### src/rtl/ovi_sb_tracker.sv
// Scoreboard-ID tracker between the core issue/completion buses and the OVI VPU buses.
// It allocates sb_ids in order, meters issue with credits, and retires out-of-order completions in order.
module ovi_sb_tracker #(
  parameter int SBID_WIDTH = 5,
  parameter int CREDITS    = 4,
  parameter int DATA_WIDTH = 64
) (
  input  logic                  clk,
  input  logic                  rst,
  input  logic                  core_valid,
  input  logic                  core_wb,
  input  logic [4:0]            core_dst,
  output logic                  core_ready,
  output logic                  issue_valid,
  output logic [SBID_WIDTH-1:0] issue_sb_id,
  input  logic                  issue_credit,
  input  logic                  core_commit,
  input  logic                  core_kill,
  output logic                  disp_valid,
  output logic [SBID_WIDTH-1:0] disp_sb_id,
  output logic                  disp_next_senior,
  output logic                  disp_kill,
  input  logic                  compl_valid,
  input  logic [SBID_WIDTH-1:0] compl_sb_id,
  input  logic [DATA_WIDTH-1:0] compl_dest_reg,
  input  logic                  compl_illegal,
  output logic                  core_compl_valid,
  output logic                  core_compl_wb,
  output logic [4:0]            core_compl_dst,
  output logic [DATA_WIDTH-1:0] core_compl_data,
  output logic                  core_compl_illegal,
  output logic [SBID_WIDTH:0]   outstanding,
  output logic                  err
);

  localparam int DEPTH = 2**SBID_WIDTH;
  localparam int CW    = $clog2(CREDITS + 1);
  localparam int OW    = SBID_WIDTH + 1;

  typedef enum logic [2:0] {
    S_FREE,
    S_ISSUED,
    S_DISPATCHED,
    S_DONE,
    S_KILLED
  } entry_state_t;

  entry_state_t          state_q     [DEPTH];
  logic                  ent_wb      [DEPTH];
  logic [4:0]            ent_dst     [DEPTH];
  logic [DATA_WIDTH-1:0] ent_data    [DEPTH];
  logic                  ent_illegal [DEPTH];

  logic [SBID_WIDTH-1:0] alloc_ptr;
  logic [SBID_WIDTH-1:0] disp_ptr;
  logic [SBID_WIDTH-1:0] retire_ptr;
  logic [CW-1:0]         credit_cnt;

  logic accept;
  logic disp_req;
  logic disp_ok;
  logic compl_ok;
  logic retire_done;
  logic retire_kill;
  logic retire_any;
  logic credit_full;

  // Full versus empty is decided by the outstanding count since the pointers alias when they wrap.
  assign core_ready  = (credit_cnt != '0) && (outstanding != OW'(DEPTH));
  assign accept      = core_valid & core_ready;
  assign disp_req    = core_commit | core_kill;
  assign disp_ok     = (state_q[disp_ptr] == S_ISSUED) || (accept && (alloc_ptr == disp_ptr));
  assign compl_ok    = (state_q[compl_sb_id] == S_DISPATCHED);
  assign retire_done = (state_q[retire_ptr] == S_DONE);
  assign retire_kill = (state_q[retire_ptr] == S_KILLED);
  assign retire_any  = retire_done | retire_kill;
  assign credit_full = (credit_cnt == CW'(CREDITS));

  // Issue, dispatch, completion and retirement always touch distinct entries, except that a dispatch
  // may target the entry allocated in the same cycle; the dispatch write comes later and wins.
  always_ff @(posedge clk) begin
    if (rst) begin
      for (int i = 0; i < DEPTH; i++) begin
        state_q[i] <= S_FREE;
      end
      alloc_ptr          <= '0;
      disp_ptr           <= '0;
      retire_ptr         <= '0;
      credit_cnt         <= CW'(CREDITS);
      outstanding        <= '0;
      err                <= 1'b0;
      issue_valid        <= 1'b0;
      issue_sb_id        <= '0;
      disp_valid         <= 1'b0;
      disp_sb_id         <= '0;
      disp_next_senior   <= 1'b0;
      disp_kill          <= 1'b0;
      core_compl_valid   <= 1'b0;
      core_compl_wb      <= 1'b0;
      core_compl_dst     <= '0;
      core_compl_data    <= '0;
      core_compl_illegal <= 1'b0;
    end else begin
      issue_valid      <= accept;
      disp_valid       <= 1'b0;
      disp_next_senior <= 1'b0;
      disp_kill        <= 1'b0;
      core_compl_valid <= 1'b0;

      if (accept) begin
        state_q[alloc_ptr] <= S_ISSUED;
        ent_wb[alloc_ptr]  <= core_wb;
        ent_dst[alloc_ptr] <= core_dst;
        issue_sb_id        <= alloc_ptr;
        alloc_ptr          <= alloc_ptr + SBID_WIDTH'(1);
      end

      if (disp_req) begin
        if (disp_ok) begin
          disp_valid        <= 1'b1;
          disp_sb_id        <= disp_ptr;
          disp_next_senior  <= ~core_kill;
          disp_kill         <= core_kill;
          state_q[disp_ptr] <= core_kill ? S_KILLED : S_DISPATCHED;
          disp_ptr          <= disp_ptr + SBID_WIDTH'(1);
        end
        if (!disp_ok || (core_commit && core_kill)) begin
          err <= 1'b1;
        end
      end

      if (compl_valid) begin
        if (compl_ok) begin
          state_q[compl_sb_id]     <= S_DONE;
          ent_data[compl_sb_id]    <= compl_dest_reg;
          ent_illegal[compl_sb_id] <= compl_illegal;
        end else begin
          err <= 1'b1;
        end
      end

      if (retire_done) begin
        core_compl_valid    <= 1'b1;
        core_compl_wb       <= ent_wb[retire_ptr];
        core_compl_dst      <= ent_dst[retire_ptr];
        core_compl_data     <= ent_data[retire_ptr];
        core_compl_illegal  <= ent_illegal[retire_ptr];
        state_q[retire_ptr] <= S_FREE;
        retire_ptr          <= retire_ptr + SBID_WIDTH'(1);
      end else if (retire_kill) begin
        state_q[retire_ptr] <= S_FREE;
        retire_ptr          <= retire_ptr + SBID_WIDTH'(1);
      end

      case ({accept, issue_credit})
        2'b10: credit_cnt <= credit_cnt - CW'(1);
        2'b01: begin
          if (credit_full) begin
            err <= 1'b1;
          end else begin
            credit_cnt <= credit_cnt + CW'(1);
          end
        end
        default: ;
      endcase

      case ({accept, retire_any})
        2'b10:   outstanding <= outstanding + OW'(1);
        2'b01:   outstanding <= outstanding - OW'(1);
        default: ;
      endcase
    end
  end

endmodule

### config.mk
export PLATFORM = sky130hd
export DESIGN_NAME = ovi_sb_tracker
export DESIGN_NICKNAME = d
export VERILOG_FILES = /design/src/rtl/ovi_sb_tracker.sv
export SDC_FILE = /design/constraint.sdc
export NUM_CORES = 2
export LEC_CHECK = 0
export ABC_AREA = 1
export CAP_MARGIN = 0
export CORE_MARGIN = 4
export CORE_UTILIZATION = 55
export CTS_CLUSTER_DIAMETER = 150
export DETAILED_ROUTE_END_ITERATION = 10
export PLACE_DENSITY = 0.7
export SLEW_MARGIN = 25
export SYNTH_ARGS = -nofsm -noshare
export SYNTH_HDL_FRONTEND = slang
export SYNTH_SLANG_ARGS = --single-unit
### constraint.sdc
create_clock -name clk -period 8.4 [get_ports clk]
set_input_delay 1.68 -clock clk [delete_from_list [all_inputs] [get_ports clk]]
set_output_delay 1.68 -clock clk [all_outputs]
set_load 0.01 [all_outputs]
# After elaboration in Yosys (flattened, before gate mapping)

Memory sizes are Yosys's and may differ from the RTL's. A register that Yosys moved wholly into a read port is not among the register bits.
Cells that the tools add are included.

Bitwise operators: 7
Add/subtract/negate cells: 7
Muxes and demuxes: 49
Equal/unequal tests: 12
Reductions and logical operators: 17

Operators by type and width:

| kind                                                | count |
|---|---|
| two-way mux 5 bit                                   | 10 |
| two-way mux 1 bit                                   | 30 |
| two-way mux 3 bit                                   | 7 |
| adder 5 x 1 -> 5 bit, second input constant         | 3 |
| OR reduction 3 bit                                  | 5 |
| one-hot mux 6 bit (2 select lines)                  | 1 |
| adder 6 x 1 -> 6 bit, second input constant         | 1 |
| equality test 3 x 2 -> 1 bit, second input constant | 2 |
| equality test 3 bit, second input constant          | 2 |
| inequality test 6 bit, second input constant        | 1 |
| one-hot mux 3 bit (2 select lines)                  | 1 |
| nonzero test 2 bit                                  | 3 |
| subtractor 6 x 1 -> 6 bit, second input constant    | 1 |
| equality test 5 bit                                 | 1 |
| equality test 2 x 1 -> 1 bit, second input constant | 2 |
| equality test 2 bit, second input constant          | 2 |
| AND reduction 2 bit                                 | 2 |
| adder 3 x 1 -> 3 bit, second input constant         | 1 |
| equality test 3 x 1 -> 1 bit, second input constant | 1 |
| logical AND 1 bit                                   | 3 |
| inverter 1 bit                                      | 3 |
| bitwise OR 1 bit                                    | 3 |
| nonzero test 3 bit                                  | 1 |
| subtractor 3 x 1 -> 3 bit, second input constant    | 1 |
| other kinds (4)                                     | 5 |

Input bits: 83
Bits in writable memories: 2368
Flip-flop bits (word level): 40
Memories: 5
Output and inout port bits: 94

Memory list:

| memory      | words | bits a word | rd ports | clocked after Yosys merged registers in | wr ports | RTL line | source |
|---|---|---|---|---|---|---|---|
| ent_data    | 32    | 64          | 1        | 1                                       | 1        | 51       | `logic [DATA_WIDTH-1:0] ent_data [DEPTH];` |
| ent_dst     | 32    | 5           | 1        | 1                                       | 1        | 50       | `logic [4:0] ent_dst [DEPTH];` |
| state_q     | 32    | 3           | 3        | 2                                       | 32       | 48       | `entry_state_t state_q [DEPTH];` |
| ent_illegal | 32    | 1           | 1        | 1                                       | 1        | 52       | `logic ent_illegal [DEPTH];` |
| ent_wb      | 32    | 1           | 1        | 1                                       | 1        | 49       | `logic ent_wb [DEPTH];` |

# Logic depth before layout (Yosys ltp)

Word-level depth: 13
Mapped depth: 26
Gate-level depth less buffers: 24

# Worst setup path before layout

Ideal clock, no wire load.

Path type: input to register
Start: input compl_sb_id[1]
End: memory state_q[11][1] (netlist name)
Data arrival time: 6225 ps
Stages on the path: 16
Library setup time: 77 ps
Path slack: 2098 ps
Required time: 8323 ps
Path buffers: 1
Cells stage by stage: buf_4 > nand2_2 > clkinv_1 > nand2_1 > nand2_1 > nor2_1 > nand2_1 > nand2_1 > nand2_1 > nor2_1 > nand2_1 > nor2_4 > nand3_1 > nor2_1 > nor2_1 > a21oi_1

RTL lines:

| what        | RTL line | source |
|---|---|---|
| from (decl) | 24       | `input logic [SBID_WIDTH-1:0] compl_sb_id,` |
| to (decl)   | 48       |  |

# Worst setup path after layout

Start: input compl_sb_id[1]
End: memory ent_data[30][45] (enable)

Word-level cells in the longest chain between the ends: 6

Ends and longest elaborated chain:

| what                                    | RTL line | source |
|---|---|---|
| memory read (32 x 3 bit)                | n/a      |  |
| equality test 3 x 2 -> 1 bit            | 73       | `assign compl_ok = (state_q[compl_sb_id] == S_DISPATCHED);` |
| two-way mux 1 bit                       | 133      | `if (compl_ok) begin` |
| two-way mux 1 bit                       | 132      | `if (compl_valid) begin` |
| two-way mux 1 bit                       | 82       | `if (rst) begin` |
| two-way mux 1 bit (implied by the code) | 135      | `ent_data[compl_sb_id] <= compl_dest_reg;` |
| to (decl)                               | 51       |  |

Several ways; a longest one is shown, not always the timed one.

==> impl_metrics.tcl <==
set metrics [dict create \
    outcome "finished, final reports clean" \
    ioPinCount 177 \
    die_area_um2 186000 \
    grt_use_met1_pct 44.6 \
    hp-class "flip-flop to flip-flop" \
    wl_mm 302 \
    first_pass_iters 7 \
    grt_max_degree 219 \
    setup_viol 0 \
    grt_use_met2_pct 49.3 \
    syn2layout_area_growth_pct 12.8 \
    yosys_warnings 0 \
    cts-resized-gates 0 \
    worst_pin_slew_ps 1130 \
    synth_common_cells "2272 x edfxtp_1, 1524 x nor2_1, 1259 x o21ai_0" \
    cts_tree "built" \
    start_util_pct 55.3 \
    ys_seq_area_share_pct 73.6 \
    cts-root-buf "clkbuf_16" \
    overflow 0 \
    p_per_area_nw_per_um2 258 \
    clock_latency_ps 870 \
    port_buffers 176 \
    vias 70000 \
    hold_ws_ps 486 \
    hold_violations 0 \
    syn_area_um2 98600 \
    worstSetupStartpoint "compl_sb_id[1]" \
    worst-endpoint-arrival_ps 6100 \
    grt_pass1_wl_mm 442 \
    gr-usage-met3_pct 5.85 \
    comb_power_share_pct 15.0 \
    track_usage_pct 31.8 \
    yosysMostFrequentCell "edfxtp_1" \
    min_from "outstanding[5]$_SDFFE_PP0P_" \
    switching_share_pct 27.3 \
    die_h_um 431 \
    synthTopCellsByArea "edfxtp_1 69%, o21ai_0 6.4%, nor2_1 5.8%" \
    synth_area_leader_cell "edfxtp_1" \
    hpwlAfterDp_mm 170 \
    core_um2 178000 \
    cts_buffers 236 \
    fmax_mhz 180 \
    synth.net_count 8323 \
    endpoint_kind "flip-flop" \
    top_usage_layer "met2" \
    switching_power_uw 7840 \
    synth_flop_cell "edfxtp_1" \
    fin_crit_ps 5540 \
    synth-seq-cells 2489 \
    wl_per_cell_um 27.8 \
    post-route-period-util_pct 66.0 \
    antenna_found_initial 8 \
    grt_pass1_vias 66500 \
    ir_worst_vdd_mv 0.258 \
    dieWidth_um 431 \
    slew_violations 0 \
    cts_hold_buf 0 \
    cts_max_level 4 \
    drive_gt1_share_pct 7.28 \
    cp.required_ps 8950 \
    vias_per_cell 6.44 \
    synth_top_area_share_pct 69.2 \
    start_kind "input pin" \
    cts.path.max_buffers 3 \
    drt_iter0_markers 10600 \
    power.share.clock_pct 37.1 \
    clock_skew_ps 37.5 \
    synth_edf_count 2272 \
    pre_cts_ws_ps 2050 \
    path_clk_slew_ps 60 \
    fin_nets 8407 \
    final.setup.tns_ps 0 \
    crit_type "input pin to flip-flop" \
    post_cts_buffers 0 \
    synth_area_per_cell_um2 12.0 \
    cap_violations 0 \
    synth_cell_type_count 34 \
    layout_setup_ws_ps 2860 \
    seq_power_share_pct 47.9 \
    rows 155 \
    p_leak_uw 0.0368 \
    netlist_instances 8221 \
    gp_congestion 0.967 \
    drtAntennaViolNets 0 \
    slew_headroom_pct 24.4 \
    clkSinkCount 2489 \
    cp_max_fo 39 \
    rsz0062_at_grt "false" \
    drcViolationCount 0 \
    cell_internal_pwr_uw 20900 \
    ys_async_sr_fraction_pct 0 \
]
==> per-layer routing <==
layer / wire (um) / share of wire [%] / vias to the layer above
li1: - / - / 30100
met1: 113000 / 38 / 34200
met2: 139000 / 46 / 4911
met3: 35000 / 12 / 784
met4: 14500 / 4.8 / 4
met5: 26 / 0.0086 / -
==> sequential cells by signal (all words and copies together), names as in the netlist, 3 cells and up, named ones only <==
signal and flops:
credit_cnt 3, issue_sb_id 5, core_compl_data 64, ent_dst 160, disp_ptr 5, disp_sb_id 5
outstanding 6, ent_wb 32, alloc_ptr 5, core_compl_dst 5, ent_data 2048, retire_ptr 5
ent_illegal 32, state_q 96
==> worst paths after layout <==
path / end / slack (ps) / cells past startpoint
max reg2reg: outstanding[5]$_SDFFE_PP0P_ / 3290 / 23
min reg2reg: outstanding[5]$_SDFFE_PP0P_ / 490 / 2
min: outstanding[5]$_SDFFE_PP0P_ / 490 / 2
max: ent_data[30][45]$_DFFE_PP_ / 2860 / 17
==> worst max-delay path, stage by stage <==
cell	delay [ps]
clkdlybuf4s50_1	450
buf_4	280
clkinv_1	330
nor2_2	470
buf_4	360
nand2_1	90
nand2_1	60
o21ai_0	100
nand2_1	110
nor2_1	50
nand2_1	80
inv_2	50
nor2_4	380
buf_4	300
nand4_1	250
inv_6	650
buf_4	340
==> cells by family (layout without fill, tap and decap cells) <==
family                   Yosys count  after routing  synth area share [%]
AO/OA/AOI/OAI                   2000           2000                  10.9
XOR/XNOR                           6              6                0.0533
adder cells (fa/ha/maj)           19             19                 0.256
buffers and inverters            683            966                  2.67
flip-flops                      2489           2489                  73.6
other                              0              4                     0
AND/OR/NAND/NOR                 3024           3024                  12.5
==> stage by stage <==
| stage | total power [uW] | utilization (%) | area, um^2 | cells |
|---|---|---|---|---|
| 6_report | 28700 | 62.3 | 111000 | 10900 |
| 5_1_grt | 29600 | 62.3 | 111000 | 10900 |
| 4_1_cts | 28700 | 62.3 | 111000 | 10900 |
| 3_5_place_dp | 18200 | 58.0 | 104000 | 10400 |
| 3_3_place_gp | 18100 | 58.0 | 104000 | 10400 |
| 2_1_floorplan | 16600 | - | 98600 | 8221 |
==> cell type report <==
class                           count  area (um^2)
Clock inverter                    127         1280
Sequential cell                  2489        72600
Antenna cell                        4         10.0
Inverter                          155          727
Tap cell                         2355         2950
Clock buffer                      310         6430
Multi-Input combinational cell   5049        23500
Timing Repair Buffer              374         3730
Fill cell                       13400        67200
==> placed cells by master, fill, tap and decap left out, types with 153 or more instances in the layout <==
cell and instances:
buf_4 153, o21ai_0 1259, edfxtp_1 2272, nand4_1 249, dfxtp_1 215, clkdlybuf4s50_1 160, clkbuf_16 238, nand3_1 158
a21oi_1 161, nor2_1 1509, nand2_1 985, o22ai_1 563
==> power by group through the flow <==
stage	combinational (uW)	clock, uW	sequential [uW]
finish	4320	10600	13700
global placement	4130	0	14000
detailed placement	4210	0	14000
floorplan	2600	0	14000
global route	4660	11200	13800
CTS	4240	10700	13700
Power figures use the tool's default switching activity.
